<file path="config.mk">
export PLATFORM = sky130hd
export DESIGN_NAME = mc_ctrl_flat
export DESIGN_NICKNAME = d
export VERILOG_FILES = /design/src/rtl/mc_ctrl_if.sv /design/src/rtl/mc_ctrl.sv /design/src/flat_wrapper.sv
export SDC_FILE = /design/constraint.sdc
export NUM_CORES = 1
export LEC_CHECK = 0
export CAP_MARGIN = 20
export CORE_AREA = 2 2 77 72
export CTS_CLUSTER_DIAMETER = 100
export DETAILED_ROUTE_END_ITERATION = 6
export DIE_AREA = 0 0 79 74
export PLACE_DENSITY = 0.71
export SLEW_MARGIN = 15
export SYNTH_ARGS = -nofsm -noshare
export SYNTH_HDL_FRONTEND = slang
export SYNTH_SLANG_ARGS = --single-unit
</file>
<file path="constraint.sdc">
create_clock -name clk -period 4.2 [get_ports clk]
set_input_delay 1.26 -clock clk [delete_from_list [all_inputs] [get_ports clk]]
set_output_delay 1.26 -clock clk [all_outputs]
set_load 0.05 [all_outputs]
</file>
<file path="src/rtl/mc_ctrl_if.sv">
// mc_ctrl_if
//   Handshake and strobe bundle between the multi-cycle sequencing
//   controller and the RV32I datapath / memory ports.
//
//   inst        IR contents, valid from DECODE onward     (datapath -> ctrl)
//   imem_req    instruction fetch request                 (ctrl -> imem)
//   imem_ready  fetch data valid this cycle               (imem -> ctrl)
//   dmem_req    data access request                       (ctrl -> dmem)
//   dmem_we     data access is a store, with dmem_req     (ctrl -> dmem)
//   dmem_ready  data access complete this cycle           (dmem -> ctrl)
//   ir_we       capture fetched word into IR              (ctrl -> datapath)
//   ex_we       latch Alu_Out / PC_IN                     (ctrl -> datapath)
//   rf_we       register-file write strobe                (ctrl -> datapath)
//   wb_sel      0 ALU, 1 load data, 2 PC+4, 3 immediate   (ctrl -> datapath)
//   pc_we       load PC from latched PC_IN                (ctrl -> datapath)
interface mc_ctrl_if;
  logic [31:0] inst;
  logic        imem_req;
  logic        imem_ready;
  logic        dmem_req;
  logic        dmem_we;
  logic        dmem_ready;
  logic        ir_we;
  logic        ex_we;
  logic        rf_we;
  logic [1:0]  wb_sel;
  logic        pc_we;

  // Controller side
  modport master (
    input  inst, imem_ready, dmem_ready,
    output imem_req, dmem_req, dmem_we, ir_we, ex_we, rf_we, wb_sel, pc_we
  );

  // Datapath / memory side
  modport slave (
    output inst, imem_ready, dmem_ready,
    input  imem_req, dmem_req, dmem_we, ir_we, ex_we, rf_we, wb_sel, pc_we
  );
endinterface

</file>
<file path="src/rtl/mc_ctrl.sv">
// mc_ctrl
//   Multi-cycle sequencing controller for the RV32I core. Steps each
//   instruction through FETCH, DECODE, EXEC, (MEM), WB and issues the
//   memory handshakes and datapath write strobes. Owns the retired
//   instruction counter and the halt / illegal status.
//
//   clk      core clock, rising edge
//   rst      synchronous active-high reset; forces all strobes low
//   bus      mc_ctrl_if.master handshake / strobe bundle
//   state    current state encoding (FETCH=0 .. HALT=5)
//   halted   controller is in HALT
//   illegal  sticky: halt caused by an undecodable instruction
//   instret  retired-instruction count, wraps modulo 2^CNT_W
module mc_ctrl #(
  parameter int CNT_W = 32
) (
  input  logic             clk,
  input  logic             rst,
  mc_ctrl_if.master        bus,
  output logic [2:0]       state,
  output logic             halted,
  output logic             illegal,
  output logic [CNT_W-1:0] instret
);

  typedef enum logic [2:0] {
    FETCH  = 3'd0,
    DECODE = 3'd1,
    EXEC   = 3'd2,
    MEM    = 3'd3,
    WB     = 3'd4,
    HALT   = 3'd5
  } state_t;

  localparam logic [6:0] OP_R      = 7'b0110011;
  localparam logic [6:0] OP_IOP    = 7'b0010011;
  localparam logic [6:0] OP_LOAD   = 7'b0000011;
  localparam logic [6:0] OP_STORE  = 7'b0100011;
  localparam logic [6:0] OP_BRANCH = 7'b1100011;
  localparam logic [6:0] OP_JAL    = 7'b1101111;
  localparam logic [6:0] OP_JALR   = 7'b1100111;
  localparam logic [6:0] OP_LUI    = 7'b0110111;
  localparam logic [6:0] OP_AUIPC  = 7'b0010111;
  localparam logic [6:0] OP_FENCE  = 7'b0001111;
  localparam logic [6:0] OP_SYSTEM = 7'b1110011;

  state_t           state_reg, state_next;
  logic             illegal_reg, illegal_next;
  logic [CNT_W-1:0] instret_reg;

  // Instruction class decode from the latched IR
  logic [6:0] opcode;
  logic       is_load, is_store, is_jump, is_lui, is_alu, is_system, is_legal;
  logic       writes_rd;
  logic [1:0] sel_class;

  assign opcode    = bus.inst[6:0];
  assign is_load   = (opcode == OP_LOAD);
  assign is_store  = (opcode == OP_STORE);
  assign is_jump   = (opcode == OP_JAL) || (opcode == OP_JALR);
  assign is_lui    = (opcode == OP_LUI);
  assign is_alu    = (opcode == OP_R) || (opcode == OP_IOP) || (opcode == OP_AUIPC);
  assign is_system = (opcode == OP_SYSTEM);
  assign is_legal  = (bus.inst[1:0] == 2'b11) &&
                     (is_load || is_store || is_jump || is_lui || is_alu ||
                      (opcode == OP_BRANCH) || (opcode == OP_FENCE));
  // Store, branch and fence never write; rd=x0 suppresses the strobe too
  assign writes_rd = (is_alu || is_load || is_jump || is_lui) && (bus.inst[11:7] != 5'd0);
  assign sel_class = is_load ? 2'd1 : is_jump ? 2'd2 : is_lui ? 2'd3 : 2'd0;

  // Upper immediate / register fields are consumed by the datapath only
  logic unused_inst_bits;
  assign unused_inst_bits = ^bus.inst[31:12];

  // Moore strobes before reset gating
  logic       imem_req_c, dmem_req_c, dmem_we_c;
  logic       ir_we_c, ex_we_c, rf_we_c, pc_we_c;
  logic [1:0] wb_sel_c;

  always_ff @(posedge clk) begin
    if (rst) begin
      state_reg   <= FETCH;
      illegal_reg <= 1'b0;
      instret_reg <= '0;
    end else begin
      state_reg   <= state_next;
      illegal_reg <= illegal_next;
      if (state_reg == WB) begin
        instret_reg <= instret_reg + 1'b1;
      end
    end
  end

  always_comb begin
    state_next   = state_reg;
    illegal_next = illegal_reg;
    imem_req_c   = 1'b0;
    dmem_req_c   = 1'b0;
    dmem_we_c    = 1'b0;
    ir_we_c      = 1'b0;
    ex_we_c      = 1'b0;
    rf_we_c      = 1'b0;
    pc_we_c      = 1'b0;
    wb_sel_c     = 2'd0;
    case (state_reg)
      FETCH: begin
        imem_req_c = 1'b1;
        if (bus.imem_ready) begin
          ir_we_c    = 1'b1;
          state_next = DECODE;
        end
      end
      DECODE: begin
        // SYSTEM is checked first: it is a clean halt, not an illegal one
        if (is_system) begin
          state_next   = HALT;
          illegal_next = 1'b0;
        end else if (!is_legal) begin
          state_next   = HALT;
          illegal_next = 1'b1;
        end else begin
          state_next = EXEC;
        end
      end
      EXEC: begin
        ex_we_c    = 1'b1;
        state_next = (is_load || is_store) ? MEM : WB;
      end
      MEM: begin
        dmem_req_c = 1'b1;
        dmem_we_c  = is_store;
        if (bus.dmem_ready) begin
          state_next = WB;
        end
      end
      WB: begin
        pc_we_c    = 1'b1;
        rf_we_c    = writes_rd;
        wb_sel_c   = writes_rd ? sel_class : 2'd0;
        state_next = FETCH;
      end
      HALT: begin
        state_next = HALT;
      end
      default: begin
        // Unused encodings are treated as a corrupted sequence
        state_next   = HALT;
        illegal_next = 1'b1;
      end
    endcase
  end

  // Reset drops every strobe in the same cycle, including an open request
  assign bus.imem_req = imem_req_c & ~rst;
  assign bus.dmem_req = dmem_req_c & ~rst;
  assign bus.dmem_we  = dmem_we_c  & ~rst;
  assign bus.ir_we    = ir_we_c    & ~rst;
  assign bus.ex_we    = ex_we_c    & ~rst;
  assign bus.rf_we    = rf_we_c    & ~rst;
  assign bus.pc_we    = pc_we_c    & ~rst;
  assign bus.wb_sel   = rst ? 2'd0 : wb_sel_c;

  assign state   = state_reg;
  assign halted  = (state_reg == HALT);
  assign illegal = illegal_reg;
  assign instret = instret_reg;

endmodule
</file>
<file path="src/flat_wrapper.sv">
// flat-port wrapper written by rule: the top's interface ports become plain ports
module mc_ctrl_flat 
#(
  parameter int CNT_W = 32
)
  (clk, rst, state, halted, illegal, instret, bus_inst, bus_imem_ready, bus_dmem_ready, bus_imem_req, bus_dmem_req, bus_dmem_we, bus_ir_we, bus_ex_we, bus_rf_we, bus_wb_sel, bus_pc_we);
  mc_ctrl_if bus_i ();
  input  logic clk;
  input  logic rst;
  output logic [2:0] state;
  output logic halted;
  output logic illegal;
  output logic [CNT_W-1:0] instret;
  input wire logic [$bits(bus_i.inst)-1:0] bus_inst;
  input wire logic [$bits(bus_i.imem_ready)-1:0] bus_imem_ready;
  input wire logic [$bits(bus_i.dmem_ready)-1:0] bus_dmem_ready;
  output wire logic [$bits(bus_i.imem_req)-1:0] bus_imem_req;
  output wire logic [$bits(bus_i.dmem_req)-1:0] bus_dmem_req;
  output wire logic [$bits(bus_i.dmem_we)-1:0] bus_dmem_we;
  output wire logic [$bits(bus_i.ir_we)-1:0] bus_ir_we;
  output wire logic [$bits(bus_i.ex_we)-1:0] bus_ex_we;
  output wire logic [$bits(bus_i.rf_we)-1:0] bus_rf_we;
  output wire logic [$bits(bus_i.wb_sel)-1:0] bus_wb_sel;
  output wire logic [$bits(bus_i.pc_we)-1:0] bus_pc_we;
  assign bus_i.inst = bus_inst;
  assign bus_i.imem_ready = bus_imem_ready;
  assign bus_i.dmem_ready = bus_dmem_ready;
  assign bus_imem_req = bus_i.imem_req;
  assign bus_dmem_req = bus_i.dmem_req;
  assign bus_dmem_we = bus_i.dmem_we;
  assign bus_ir_we = bus_i.ir_we;
  assign bus_ex_we = bus_i.ex_we;
  assign bus_rf_we = bus_i.rf_we;
  assign bus_wb_sel = bus_i.wb_sel;
  assign bus_pc_we = bus_i.pc_we;
  mc_ctrl #(.CNT_W(CNT_W)) u_core (.clk(clk), .rst(rst), .bus(bus_i), .state(state), .halted(halted), .illegal(illegal), .instret(instret));
endmodule
</file>
==> results.py <==
metrics = {
    "status": {
        "status": "complete, no violations",
    },
    "grt": {
        "antenna_found_initial": 0,
        "grt.overflow.total": 0,
        "grt_first_pass_wirelength_mm": 7.78,
        "gr-usage-all-layers_pct": 16.8,
        "grt_start_max_net_pins": 20,
        "first_global_vias": 1684,
    },
    "cells_and_area": {
        "mostFrequentLayoutCell": "clkdlybuf4s50_1",
        "largest_register_ff_count": 32,
        "drive_above_1_share_pct": 17.0,
        "mostFrequentLayoutCells": "45 x clkdlybuf4s50_1, 43 x nor2_1, 36 x dfxtp_1",
        "syn2layout_area_growth_pct": 52.0,
        "final_area_um2": 2970,
        "fillers": 461,
        "final-seq-area_um2": 721,
        "multiInputGateArea_um2": 1200,
        "layout.nets": 342,
        "n_antenna_cell": 0,
    },
    "cts": {
        "cts_tree": "done",
        "cts.clk_slew.worst_paths_ns": 0.06,
        "cts_sinks": 36,
        "clock_buffer_count_from_cts": 5,
        "clock_path_buffers": 2,
        "cts-root-buf": "clkbuf_8",
        "clk-insertion-delay-late_ns": 0.28,
        "htreeDepth": 2,
        "cts_hold_buffers": 0,
    },
    "route": {
        "detail_route.wirelength.met1_mm": 2.09,
        "drt-initial-drc-count": 50,
        "number_of_nets_with_antenna_violations_after_detailed_routing": 0,
        "drc_errors": 0,
        "met3WireLength_um": 151,
        "sum_of_met2_wire_segment_lengths_after_detailed_routing_mm": 2.30,
        "drt-pass1-iter-count": 4,
        "post_drt_via_cell_ratio": 4.94,
        "dr.max_layer_used": "met4",
        "route.detailed.wl_per_inst_um": 12.4,
        "route.vias.total": 1843,
        "postRouteWirelength_mm": 4.61,
    },
    "worst_hold_path": {
        "worst_min_delay_path_class": "reg2reg",
        "timing.hold.worst_path_depth": 2,
        "min_delay_worst_endpoint": "u_core.instret[1]",
        "min_from": "u_core.instret[1]",
    },
    "timing": {
        "final-max-slew-violation-count": 0,
        "slew-limit-headroom_pct": 52.0,
        "postLayoutSetupSlackWorst_ns": 0.0765,
        "grt_setup_unrepaired": "false",
        "clock_skew_ns": 0.00757,
        "tightest_slew_ns": 0.715,
        "final_min_period_over_clock_period_pct": 98.2,
        "fmax_mhz": 243,
        "period_needed_ns": 4.12,
        "timing.final.hold_violations": 0,
        "setup-violations-final": 0,
    },
    "worst_setup_path": {
        "worst-setup-path-type": "in2out",
        "rr_worst_depth": 5,
        "worst_setup_path_startpoint": "bus_inst[6]",
        "crit_required_ns": 2.94,
        "r2r-end": "u_core.instret[17]",
        "worstPathMaxFanout": 3,
        "r2r-start": "u_core.state[2]",
        "endpoint_kind": "output pin",
        "worst_setup_path_start_kind": "primary input",
        "arr_time_crit_path_ns": 2.86,
        "rrSetupSlack_ns": 1.68,
    },
    "logic_synthesis": {
        "yosys_warnings": 0,
        "syn-instance-count": 231,
        "postSynthNetCount": 268,
        "yosysTopAreaCellShare_pct": 36.9,
        "number_of_enable_type_register_cells_in_the_synthesized_netlist": 0,
        "synth_area_leader_cell": "dfxtp_1",
        "post_synth.cell_area_avg_um2": 8.45,
        "synth.ff_latch_count": 36,
        "async_set_or_reset_register_ratio_after_synthesis_pct": 0,
        "cell_types_with_the_largest_area_share_after_synthesis": "dfxtp_1 37%, xor2_1 11%, nor2_1 8.7%",
        "yosysUniqueCellTypes": 45,
        "synth_area_um2": 1950,
        "seq_total_area_yosys_pct": 36.9,
        "synth_ff_type": "dfxtp_1",
    },
    "power": {
        "cellPowerDensity_nw_per_um2": 260,
        "p_leak_nw": 1.17,
        "ir_worst_vdd_mv": 0.169,
        "total_power_w": 0.000771,
    },
    "floorplanning": {
        "io_pins": 82,
        "core_region_area_um2": 5070,
        "start_util_pct": 38.5,
        "count_of_standard_cell_rows": 25,
        "die_x_um": 79,
        "die_area_um2": 5850,
        "die_height_um": 74,
    },
    "placement": {
        "detailed_place_hpwl_mm": 3.52,
        "dpl-instance-area_um2": 2800,
        "place_worst_setup_slack_ns": -0.176,
        "buffer_ports.inserted": 61,
        "finalWeightedCongestion": 0.804,
    },
    "flow_run": {
        "maxCapViolCount": 0,
    },
}
## routing by layer
layer / vias up / track usage [%]
li1: 943 / -
met1: 858 / 22.0
met2: 35 / 28.3
met3: 7 / 3.16
met4: 0 / 5.36
met5: - / 0
## cell usage after synthesis (2+ instances only)
library cell / count
nand3_1: 16
nor4_1: 2
inv_1: 4
nor2_1: 45
nand2b_1: 3
o21ai_0: 5
nand2_1: 18
clkbuf_1: 8
and2_1: 5
dfxtp_1: 36
and3_1: 6
buf_6: 3
o211ai_1: 2
nand4_1: 8
nor4_4: 3
nand4_2: 2
a21oi_1: 6
and4_1: 3
xnor2_1: 7
xor2_1: 24
## worst max-delay path: stages
cell,delay [ns]
dlygate4sd2_1,0.26
and4bb_2,0.32
o21ai_2,0.08
o31ai_4,0.07
o211ai_1,0.12
buf_4,0.17
nor4b_4,0.27
bufbuf_16,0.32
## how the worst max path moves through the flow
stage	to	slack, ns
global route	bus_wb_sel[1]	0.01
finish	bus_wb_sel[1]	0.08
floorplan	bus_wb_sel[1]	-0.23
CTS	bus_wb_sel[1]	0.04
global placement	bus_wb_sel[1]	-0.08
detailed placement	bus_wb_sel[1]	-0.18
## per-stage QoR
| step | hold slack, ns | std cells | utilization (%) | TNS (ns) |
|---|---|---|---|---|
| 2_1_floorplan | 0.695 | 231 | - | -0.229 |
| 3_3_place_gp | 0.490 | 362 | 55.2 | -0.0842 |
| 3_5_place_dp | 0.498 | 362 | 55.2 | -0.196 |
| 4_1_cts | 0.508 | 372 | 58.2 | 0 |
| 5_1_grt | 0.558 | 373 | 58.5 | 0 |
| 6_report | 0.514 | 373 | 58.5 | 0 |
## repair_timing
action / in CTS / in global routing
endpoints found under the setup margin: 2 / 3
pin swaps: 4 / 1
gates resized for setup: 15 / 1
buffers inserted: 2 / 1
## cells by family after synthesis
logic type	synth area share [%]
AO/OA/AOI/OAI	6.80
XOR/XNOR	13.9
adder cells (fa/ha/maj)	0.641
buffers and inverters	4.04
flip-flops	36.9
multiplexers	0.513
AND/OR/NAND/NOR	37.2
## cell type report
cell class	instances	area share [%]
multi-input combinational	180	40.6
inverter	4	0.506
clock buffer	6	2.45
sequential	36	24.3
clock inverter	2	1.18
timing repair buffer	78	28.2
tap	67	2.83
## report_power, final
| part | leakage (nW) | internal [W] | total [W] | switching [W] |
|---|---|---|---|---|
| clock network | 0.0552 | 0.000176 | 0.000293 | 0.000117 |
| logic | 0.824 | 0.0000542 | 0.000123 | 0.0000687 |
| registers | 0.291 | 0.000346 | 0.000355 | 0.00000844 |
(Power assumes the default switching activity.)
